$ cat src/rtl/four_bit_accumulator.sv
// Handshaked accumulator: adds each 4-bit x/y pair into a running ACC_W-bit sum, counts operations, flags overflow.
// Build option ACC_SATURATE_EN: clamp the accumulator to all ones on overflow instead of wrapping.
module four_bit_accumulator #(
   parameter int ACC_W = 8,
   parameter int CNT_W = 4
) (
   input  logic             clk,
   input  logic             rst_n,
   input  logic             clr,
   input  logic             in_valid,
   output logic             in_ready,
   input  logic [3:0]       x,
   input  logic [3:0]       y,
   output logic             out_valid,
   input  logic             out_ready,
   output logic [ACC_W-1:0] acc,
   output logic [CNT_W-1:0] cnt,
   output logic             ovf,
   output logic [1:0]       dbg_state_o
);

   // Handshakes: a transfer happens on a rising edge where valid && ready; ready never depends on valid,
   // and a source holding valid while ready=0 is simply waited on.
   typedef enum logic [1:0] {
      S_IDLE = 2'd0,
      S_ADD  = 2'd1,
      S_HOLD = 2'd2
   } state_e;

   state_e           state_q, state_d;
   logic [3:0]       xr_q, xr_d;
   logic [3:0]       yr_q, yr_d;
   logic [ACC_W-1:0] acc_q, acc_d;
   logic [CNT_W-1:0] cnt_q, cnt_d;
   logic             ovf_q, ovf_d;

   logic [4:0]       sum5;
   logic [ACC_W:0]   acc_sum;

   localparam logic [ACC_W-1:0] ACC_MAX = {ACC_W{1'b1}};
   localparam logic [CNT_W-1:0] CNT_MAX = {CNT_W{1'b1}};

   // rst_n gates in_ready so nothing is offered while reset is held
   assign in_ready    = rst_n && !clr && (state_q == S_IDLE);
   assign out_valid   = (state_q == S_HOLD);
   assign acc         = acc_q;
   assign cnt         = cnt_q;
   assign ovf         = ovf_q;
   assign dbg_state_o = state_q;

   assign sum5    = {1'b0, xr_q} + {1'b0, yr_q};
   assign acc_sum = {1'b0, acc_q} + {{(ACC_W-4){1'b0}}, sum5};

   always_comb begin
      state_d = state_q;
      xr_d    = xr_q;
      yr_d    = yr_q;
      acc_d   = acc_q;
      cnt_d   = cnt_q;
      ovf_d   = ovf_q;
      case (state_q)
         S_IDLE: begin
            if (in_valid && in_ready) begin
               state_d = S_ADD;
               xr_d    = x;
               yr_d    = y;
            end
         end
         S_ADD: begin
            state_d = S_HOLD;
            if (acc_sum[ACC_W]) begin
               ovf_d = 1'b1;
`ifdef ACC_SATURATE_EN
               acc_d = ACC_MAX;
`else
               acc_d = acc_sum[ACC_W-1:0];
`endif
            end else begin
               acc_d = acc_sum[ACC_W-1:0];
            end
            if (cnt_q != CNT_MAX) cnt_d = cnt_q + 1'b1;
         end
         S_HOLD: begin
            if (out_ready) state_d = S_IDLE;
         end
         default: state_d = S_IDLE;
      endcase
      if (clr) begin
         state_d = S_IDLE;
         acc_d   = '0;
         cnt_d   = '0;
         ovf_d   = 1'b0;
      end
   end

   always_ff @(posedge clk or negedge rst_n) begin
      if (!rst_n) begin
         state_q <= S_IDLE;
         xr_q    <= '0;
         yr_q    <= '0;
         acc_q   <= '0;
         cnt_q   <= '0;
         ovf_q   <= 1'b0;
      end else begin
         state_q <= state_d;
         xr_q    <= xr_d;
         yr_q    <= yr_d;
         acc_q   <= acc_d;
         cnt_q   <= cnt_d;
         ovf_q   <= ovf_d;
      end
   end

endmodule

$ cat config.mk
export PLATFORM = sky130hd
export DESIGN_NAME = four_bit_accumulator
export DESIGN_NICKNAME = d
export VERILOG_FILES = /design/src/rtl/four_bit_accumulator.sv
export SDC_FILE = /design/constraint.sdc
export NUM_CORES = 1
export LEC_CHECK = 0
export BUFFER_PORTS_ARGS = -buffer_cell sky130_fd_sc_hd__clkbuf_2
export CAP_MARGIN = 20
export CORE_MARGIN = 1.5
export CORE_UTILIZATION = 27
export DETAILED_ROUTE_END_ITERATION = 16
export PLACE_DENSITY = 0.49
export SLEW_MARGIN = 20
export SYNTH_ARGS = -nofsm -noshare
export SYNTH_HDL_FRONTEND = slang
export SYNTH_SLANG_ARGS = --single-unit
$ cat constraint.sdc
create_clock -name clk -period 4 [get_ports clk]
set_clock_uncertainty 0.15 [all_clocks]
set_input_delay 0.6 -clock clk [delete_from_list [all_inputs] [get_ports clk]]
set_output_delay 0.6 -clock clk [all_outputs]
set_load 0.02 [all_outputs]
# Word-level counts from Yosys, hierarchy flattened
# Cells that the tools add are included.
[classes]
n_addsub = 3
n_eq_ne = 5
n_mux = 12
n_reduce_logical = 12
[ops]
columns = ["operator", "count"]
rows = [
  ["$mux W8", 2],
  ["$mux W4", 3],
  ["$add A8 B5 Y9", 1],
  ["$reduce_and A2 Y1", 4],
  ["$mux W2", 3],
  ["$ne A3 B2 Y1 const B", 2],
  ["$pmux W2 S3", 1],
  ["$reduce_bool A2 Y1", 3],
  ["$add A4 B4 Y5", 1],
  ["$add A4 B1 Y4 const B", 1],
  ["$ne A4 B4 Y1 const B", 1],
  ["$logic_and A1 B1 Y1", 3],
  ["$mux W1", 3],
  ["$eq A2 B1 Y1 const B", 1],
  ["$eq A2 B2 Y1 const B", 1],
  ["$logic_not A2 Y1", 1],
  ["$logic_not A1 Y1", 1],
]
[word_totals]
in_bits = 13
register_bits = 23
out_inout_bits = 17
wordCells = 38

# Longest topological paths before layout
# Gate-level depths: netlist of the first run.
[logic_depth]
depth_word = 7
ltp_mapped = 6
mapped_depth_nobuf = 6

# Worst setup path after synthesis of the first run
# No wires, ideal clock.
[synth_path]
kind = "register to register"
startpoint = "register acc_q[1] (netlist: acc[1])"
endpoint = "register acc_q[5] (netlist: acc[5])"
t_arrival_ns = 2.029
path_buffers = 0
period_less_slack_ns = 2.304
t_required_ns = 3.725
path_slack_ns = 1.696
path_stages_with_launch = 7
setup_ns = 0.125
cell_sequence = "dfrtp_1 > fa_1 > ha_1 > fa_1 > nand3_1 > a21oi_1 > mux2_2"
[synth_between]
elab_chain_len = 3
[synth_rtl]
columns = ["item", "line", "rtl"]
rows = [
  ["start: declaration", "33", "logic [ACC_W-1:0] acc_q, acc_d;"],
  ["start signal: assignment", "101", "acc_q <= '0;"],
  ["start signal: assignment", "108", "acc_q <= acc_d;"],
  ["$add A8 B5 Y9", "52", "assign acc_sum = {1'b0, acc_q} + {{(ACC_W-4){1'b0}}, sum5};"],
  ["$mux W8", "61", "case (state_q)"],
  ["$mux W8", "88", "if (clr) begin"],
]
# Every way passes these cells. The select of a mux whose other input is x is not followed.
# A chain may end at the register's enable or synchronous reset.

# Final worst setup path of the first run
[layout_path]
startpoint = "input rst_n"
endpoint = "output in_ready"
[layout_between]
elab_chain_len = 2
[layout_rtl]
columns = ["item", "line", "rtl"]
rows = [
  ["start: declaration", "8", "input logic rst_n,"],
  ["$logic_and A1 B1 Y1 (2 in a row)", "44", "assign in_ready = rst_n && !clr && (state_q == S_IDLE);"],
  ["end: declaration", "11", "output logic in_ready,"],
]
# Every way passes these cells.

==> results of run 1 <==
cell families after synthesis:
kind of cell	count (synthesis)
fa+ha+maj	11
mux	9
xor+xnor	1
simple gates	31
compound gates	26
flops	23
buf+inv	9
per-layer routing:
metal | part of all wire (%) | routed length [microns] | vias to the layer above | GRT usage [%]
li1 | - | - | 458 | -
met1 | 43 | 1180 | 481 | 13.2
met2 | 51 | 1380 | 19 | 19.3
met3 | 3.8 | 104 | 5 | 1.69
met4 | 1.8 | 48 | 0 | 4.40
met5 | 0 | 0 | - | 0
where the power goes:
part | switching [W] | internal [W] | leakage, nW
Sequential | 0.0000239 | 0.000259 | 0.302
Clock | 0.0000773 | 0.0000696 | 0.0255
Combinational | 0.000108 | 0.0000912 | 0.386
Total | 0.000209 | 0.000420 | 0.713
cells in the final DEF (no fill, tap or decap), drive strengths merged, types with 2 or more instances in the layout:
master / n
nand4b: 2
dfrtp: 23
nor2: 4
fa: 5
o21ai: 3
nand2: 9
inv: 5
clkbuf: 32
nor2b: 3
nand2b: 2
o311ai: 3
mux2: 9
o41ai: 2
ha: 6
a21oi: 10
or3: 2
o21a: 2
nand3: 4
cell type report:
type | count | area [sq um] | area share, %
clock buffer | 3 | 41.3 | 2.75
clock inverter | 1 | 5.00 | 0.333
inverter | 5 | 18.8 | 1.25
multi-input combinational | 78 | 653 | 43.4
sequential | 23 | 576 | 38.3
tap | 52 | 65.1 | 4.33
timing repair buffer | 29 | 145 | 9.65
registers in the layout, summed over array words and instances (netlist names):
| register | count |
|---|---|
| ovf | 1 |
| cnt | 4 |
| acc | 8 |
| dbg_state_o | 2 |
| yr_q | 4 |
| xr_q | 4 |
worst max-delay path: stages:
cell,delay (ns)
clkbuf_2,0.48
nor4b_4,0.39
clkbuf_2,0.23
path summary, 6_finish.rpt:
path | end | slack [ns] | cells after the start
max | in_ready | 1.54 | 3
min | acc[0]$_DFFE_PN0P_ | 0.18 | 1
max reg2reg | acc[5]$_DFFE_PN0P_ | 1.64 | 6
min reg2reg | cnt[2]$_DFFE_PN0P_ | 0.38 | 1
max in group asynchronous | acc[7]$_DFFE_PN0P_ | 3.12 | 1
min in group clk | cnt[2]$_DFFE_PN0P_ | 0.38 | 1
metrics by stage:
stage                     utilization (%)  area [sq um]  cells  power [W]
after floorplan                         -          1270    110   0.000435
final                                33.8          1500    191   0.000629
after global routing                 33.8          1500    191   0.000670
after global placement               32.8          1460    187   0.000484
after CTS                            33.8          1500    191   0.000635
after detailed placement             32.8          1460    187   0.000490
==> metrics.txt, run 1 <==
worst slew pin tran 0.613 ns; global-route wire length before repair 4.41 mm; n_diodes 0; post-synthesis mux area share 8.00%; total CTS buffers 3; maximum clock frequency 407 MHz; CTS sink cnt 23; Slew HR 59.1%; net count after synthesis 134; leading area contributor after synthesis dfrtp_1; Initial Utilization 28.5%; clock slew at reported path FFs 0.09 ns; worst skew pair latency 0.27 ns; Vias per Instance 5.04; post-synthesis cell area 0.00127 sq mm; DP Worst Slack 1.50 ns; 1st-iter DRT viols 17; Hold Vio Cnt, Final 0; Crit Reg-Reg Startpoint acc[1]$_DFFE_PN0P_; crit end category primary output; Setup crit start rst_n; NumNets Final 164; Avg Inst Size Synth 11.5 sq um; # resized after CTS 0; crit-path max FO 24; clk root buf clkbuf_8; via count 963; CTS max path bufs 2; top cells by count, synth 23 x dfrtp_1, 10 x a21oi_1, 9 x mux2_2; drt pass-1 iters 4; count leader, synth dfrtp_1; H-tree levels 1; gpl congestion 0.738; sequential share of the synthesized area 45.4%; CTS tree built; HP Class in2async; top cells by area, synth dfrtp_1 45%, mux2_2 8.0%, fa_1 7.9%, ha_1 5.9%, a21oi_1 3.9%; Site Rows 24; antenna-violating nets left 0; Synth-to-Final Area Change 18.7%; Seq cells post-synth 23; Yosys cell types 33; Power per Cell Area 418 mW/mm^2; top_reg_cell synth dfrtp_1; area share of the largest cell type after synthesis 45.4%; Pleak 0.713 nW; fraction of registers with async set/reset 100%; Sum Neg Setup Slack 0 ns; final-report setup violation count 0; Startpoint Class input pin; total grt overflow 0; Peak VDD IR 143 uV; Synth Area in Adders 13.8%; DP Wirelength 2.01 mm; DR WL/cell 14.2 microns; maxcap violations 0; Die Wd 71.5 microns; Post-Synth Simple-Gate Area 15.0%; largest net degree at the start of global routing 25; initial antenna violation count 0; share of cells above drive strength 1 31.7%; RSZ-0062 raised after global routing no; fin crit period 2.46 ns; xor/xnor cell area share of the yosys netlist 0.691%; main combinational cell family by area after synthesis simple AND/OR/NAND/NOR gates; cell count after synthesis 110; GRT Overall Usage 10.9%; # hold bufs at CTS 0; vias in the first global route 977; YS warnings 0; period utilization 61.5%; Filler Cell Count 467; Die Ht 71.5 microns; Top Ports 30; worst setup margin 1.54 ns; Total Routed Length 2.72 mm; Die ar. 0.00511 sq mm; area fraction in compound gates after synthesis 14.0%; Final Max Slew Viols 0; number of port buffers 29; EDFF count, synth 0; crit path DAT 1.71 ns; postcts setup bufs 0; # DRC 0; final hold slack 0.178 ns; Core Box Area 0.00444 sq mm; critical path class in2out; run status finished, final reports clean; Critical Path RT 3.25 ns
No activity file was read; power rests on OpenSTA's default activity.
==> inputs of run 2 (changes only) <==
- PLACE_DENSITY: 0.49 -> 0.5
- clock period: 4 -> 2.1 ns (I/O delays scaled with it)
==> metrics.txt, run 2 (synthesis gave the netlist of run 1 again) <==
Die Wd 71.5 microns; worst hold start y[2]; gpl congestion 0.745; 1st-iter DRT viols 43; run status finished, violations left; initial antenna violation count 0; Pleak 0.784 nW; via count 1032; placed inst area 0.00158 sq mm; P_int 0.000919 W; Startpoint Class flop; critical path, cell by cell fa_1 -> ha_1 -> a211o_1 -> buf_4 -> o2111ai_1 -> o311ai_1; largest net degree at the start of global routing 24; period utilization 106%; worst setup margin -0.130 ns; Worst Hold Path EP yr_q[2]$_DFFE_PN0P_; Total Routed Length 2.94 mm; NetSw 0.000451 W; fin crit period 2.23 ns; share of total power in sequential cells 39.4%; CTS max path bufs 2; drt pass-1 iters 6; commonest non-fill, non-tap cell in the layout clkbuf_2; Hold Path Cell Cnt 2; clock slew at reported path FFs 0.08 ns; Buf/Inv on CP 1; crit path DAT 2.21 ns; worst skew pair latency 0.27 ns; Filler Cell Count 461; Crit Reg-Reg Startpoint yr_q[2]$_DFFE_PN0P_; Final Max Slew Viols 0; DP Worst Slack -0.116 ns; final instance area 0.00167 sq mm; Slew HR 61.7%; Die ar. 0.00511 sq mm; H-tree levels 1; Peak VDD IR 234 uV; crit-path max FO 3; number of port buffers 29; CP delay by family, top adder cells; commonest cells after routing, fill and taps aside 29 x clkbuf_2, 20 x dfrtp_1, 14 x buf_4; Logic pwr share 40.6%; crit end category flop; # DRC 0; Clk pwr share 20.0%; Register Area 579 sq um; Site Rows 24; Crit-path slowest cell fa_1; GRT Overall Usage 11.9%; r2r endpoint acc[4]$_DFFE_PN0P_; CP max stage delay 0.52 ns; global-route wire length before repair 4.63 mm; Die Ht 71.5 microns; total CTS buffers 3; final-report setup violation count 6; DP Wirelength 2.11 mm; Hold Vio Cnt, Final 0; Power per Cell Area 821 mW/mm^2; postcts setup bufs 0; flop-to-flop setup slack -0.13 ns; Initial Utilization 28.5%; Top Ports 30; maxcap violations 0; n_diodes 0; Core Box Area 0.00444 sq mm; NumNets Final 179; share of cells above drive strength 1 44.2%; CTS tree built; clk root buf clkbuf_8; critical path class reg2reg; maximum clock frequency 448 MHz; total grt overflow 0; RSZ-0062 raised after global routing yes; antenna-violating nets left 0; CTS sink cnt 23; max FFs per register 8; HP Class in2reg; area occupied by multi-input gates 701 sq um; worst slew pin tran 0.574 ns; Net Sw Frac 32.9%; Critical Path RT 2.07 ns; violated checks negative setup slack; vias in the first global route 963; Vias per Instance 5.01; Worst Reg-to-Reg Cells 6; Synth-to-Final Area Change 31.7%; DR WL/cell 14.3 microns
[run 2: cell types whose count changed in the layout (fill, tap and decap cells not counted), moves of 2 or more]
| cell | before | now |
|---|---|---|
| ha_1 | 6 | 4 |
| dfrtp_2 | 0 | 3 |
| buf_4 | 0 | 14 |
| a21oi_2 | 0 | 2 |
| dfrtp_1 | 23 | 20 |
| a21oi_1 | 10 | 7 |
[run 2: metrics by stage]
stage,utilization [%],std cells,power (W),setup TNS (ns),hold slack [ns]
floorplan,-,110,0.000847,-0.182,-0.131
global placement,35.6,201,0.00103,-0.431,0.248
detailed placement,35.6,201,0.00104,-0.454,0.241
CTS,37.1,206,0.00135,-0.504,0.129
global route,37.6,206,0.00146,-0.895,0.125
finish,37.6,206,0.00137,-0.452,0.126
[run 2: area by class of cell]
class | count | share of cell area (%)
repair buffers | 44 | 15.6
flip-flops and latches | 23 | 34.7
multi-input cells | 78 | 42.0
inverters | 5 | 1.12
clock buffers | 4 | 2.70
well taps | 52 | 3.90
[run 2: layer usage]
metal  GRT usage [%]  vias up  routed length [microns]
met5               0        -                        0
met2            19.1       23                     1440
li1                -      493                        -
met3            2.25        5                      126
met4            5.66        0                       60
met1            15.5      511                     1310
[run 2: repair_timing]
item,4_1_cts,5_1_grt
setup endpoints to repair,6,7
endpoints found under the hold margin,23,0
gates resized for setup,2,5
pin swaps,5,0
hold buffers,1,0
[run 2: worst max path at each step]
| stage | slack, ns | end | cells after the start | startpoint |
|---|---|---|---|---|
| 6_report | -0.13 | acc[4]$_DFFE_PN0P_ | 6 | yr_q[2]$_DFFE_PN0P_ |
| 4_1_cts | -0.12 | acc[6]$_DFFE_PN0P_ | 5 | yr_q[2]$_DFFE_PN0P_ |
| 5_1_grt | -0.20 | acc[4]$_DFFE_PN0P_ | 6 | yr_q[2]$_DFFE_PN0P_ |
| 3_3_place_gp | -0.12 | acc[5]$_DFFE_PN0P_ | 6 | yr_q[1]$_DFFE_PN0P_ |
| 2_1_floorplan | -0.11 | acc[6]$_DFFE_PN0P_ | 5 | acc[2]$_DFFE_PN0P_ |
| 3_5_place_dp | -0.12 | acc[5]$_DFFE_PN0P_ | 6 | yr_q[1]$_DFFE_PN0P_ |
[run 2: power groups by stage]
stage / logic [W] / clock network (W) / registers (W)
6_report: 0.000556 / 0.000275 / 0.000540
5_1_grt: 0.000617 / 0.000299 / 0.000549
4_1_cts: 0.000528 / 0.000282 / 0.000541
3_5_place_dp: 0.000487 / 0 / 0.000550
3_3_place_gp: 0.000488 / 0 / 0.000547
2_1_floorplan: 0.000286 / 0 / 0.000561
==> inputs of run 3 (changes only) <==
- PLACE_DENSITY: 0.5 -> 0.49
- clock period: 2.1 -> 2.8 ns (I/O delays scaled with it)
==> metrics.txt, run 3 (synthesis gave the netlist of run 1 again) <==
HP Class in2reg; Power per Cell Area 596 mW/mm^2; share of total power in sequential cells 44.8%; period utilization 84.3%; fin crit period 2.36 ns; critical path, cell by cell fa_1 -> ha_1 -> a211o_1 -> o21a_1 -> o311ai_0; worst slew pin tran 0.591 ns; 1st-iter DRT viols 26; Net Sw Frac 33.4%; number of port buffers 29; largest net degree at the start of global routing 24; antenna-violating nets left 0; Clk pwr share 23.1%; Final Max Slew Viols 0; CTS tree built; Filler Cell Count 448; Startpoint Class flop; Buf/Inv on CP 0; Register Area 576 sq um; DR WL/cell 14.4 microns; maxcap violations 0; Die Ht 71.5 microns; NetSw 0.000303 W; critical path class reg2reg; DP Wirelength 2.06 mm; crit path DAT 2.35 ns; CTS sink cnt 23; worst skew pair latency 0.26 ns; # DRC 0; final hold slack 0.229 ns; Synth-to-Final Area Change 20.0%; n_diodes 0; gpl congestion 0.859; flop-to-flop setup slack 0.44 ns; share of cells above drive strength 1 31.9%; NumNets Final 166; Vias per Instance 4.89; Site Rows 24; Pleak 0.722 nW; Initial Utilization 28.5%; Sum Neg Setup Slack 0 ns; drt pass-1 iters 4; global-route wire length before repair 4.57 mm; Die Wd 71.5 microns; maximum clock frequency 424 MHz; RSZ-0062 raised after global routing no; commonest non-fill, non-tap cell in the layout clkbuf_2; max FFs per register 8; H-tree levels 1; GRT Overall Usage 11.7%; Hold Vio Cnt, Final 0; vias in the first global route 977; Peak VDD IR 201 uV; Top Ports 30; Logic pwr share 32.1%; crit-path max FO 5; initial antenna violation count 0; total CTS buffers 3; Die ar. 0.00511 sq mm; Total Routed Length 2.78 mm; CP max stage delay 0.54 ns; run status finished, final reports clean; final-report setup violation count 0; clock slew at reported path FFs 0.08 ns; area occupied by multi-input gates 653 sq um; Slew HR 60.5%; CP delay by family, top adder cells; Core Box Area 0.00444 sq mm; clk root buf clkbuf_8; Crit-path slowest cell fa_1; Critical Path RT 2.79 ns; commonest cells after routing, fill and taps aside 29 x clkbuf_2, 23 x dfrtp_1, 10 x a21oi_1; total grt overflow 0; crit end category flop; P_int 0.000604 W; via count 943; CTS max path bufs 2
[run 3: worst paths after layout]
kind	from	end	cells past startpoint
setup / recovery	acc[2]$_DFFE_PN0P_	acc[4]$_DFFE_PN0P_	5
hold / removal	y[3]	yr_q[3]$_DFFE_PN0P_	2
setup reg to reg	acc[2]$_DFFE_PN0P_	acc[4]$_DFFE_PN0P_	5
min in group asynchronous	rst_n	cnt[3]$_DFFE_PN0P_	3
hold reg to reg	cnt[2]$_DFFE_PN0P_	cnt[2]$_DFFE_PN0P_	1
max in group asynchronous	rst_n	acc[2]$_DFFE_PN0P_	3
[run 3: layout make-up]
class,instances,share of cell area (%)
clock buffers,3,2.71
clock inverters,1,0.329
inverters,5,1.23
multi-input cells,78,42.9
flip-flops and latches,23,37.8
well taps,52,4.28
repair buffers,31,10.7
[run 3: power by group through the flow]
stage	Sequential (W)	Combinational, W	Clock [W]
floorplan	0.000420	0.000203	0
global placement	0.000410	0.000288	0
detailed placement	0.000413	0.000289	0
CTS	0.000407	0.000295	0.000219
global route	0.000412	0.000331	0.000239
finish	0.000406	0.000291	0.000209
[run 3: per-layer routing]
metal	track usage, %	vias up	wire length [microns]
met3	1.55	6	93
met4	6.92	0	84
met2	18.5	24	1280
met5	0	-	0
li1	-	465	-
met1	15.3	448	1320
[run 3: what timing repair did]
item / in CTS / in global routing
endpoints found under the hold margin: 6 / 0
buffers inserted: 0 / 0
gates resized for setup: 0 / 0
hold buffers: 1 / 0
[run 3: through the flow]
step	area (sq um)	std cells	utilization [%]	power, W	setup slack, ns
6_report	1520	193	34.2	0.000907	0.439
5_1_grt	1520	193	34.2	0.000982	0.335
4_1_cts	1520	193	34.2	0.000920	0.389
3_5_place_dp	1470	188	33.0	0.000702	0.421
3_3_place_gp	1470	188	33.0	0.000698	0.428
2_1_floorplan	1270	110	-	0.000622	0.496
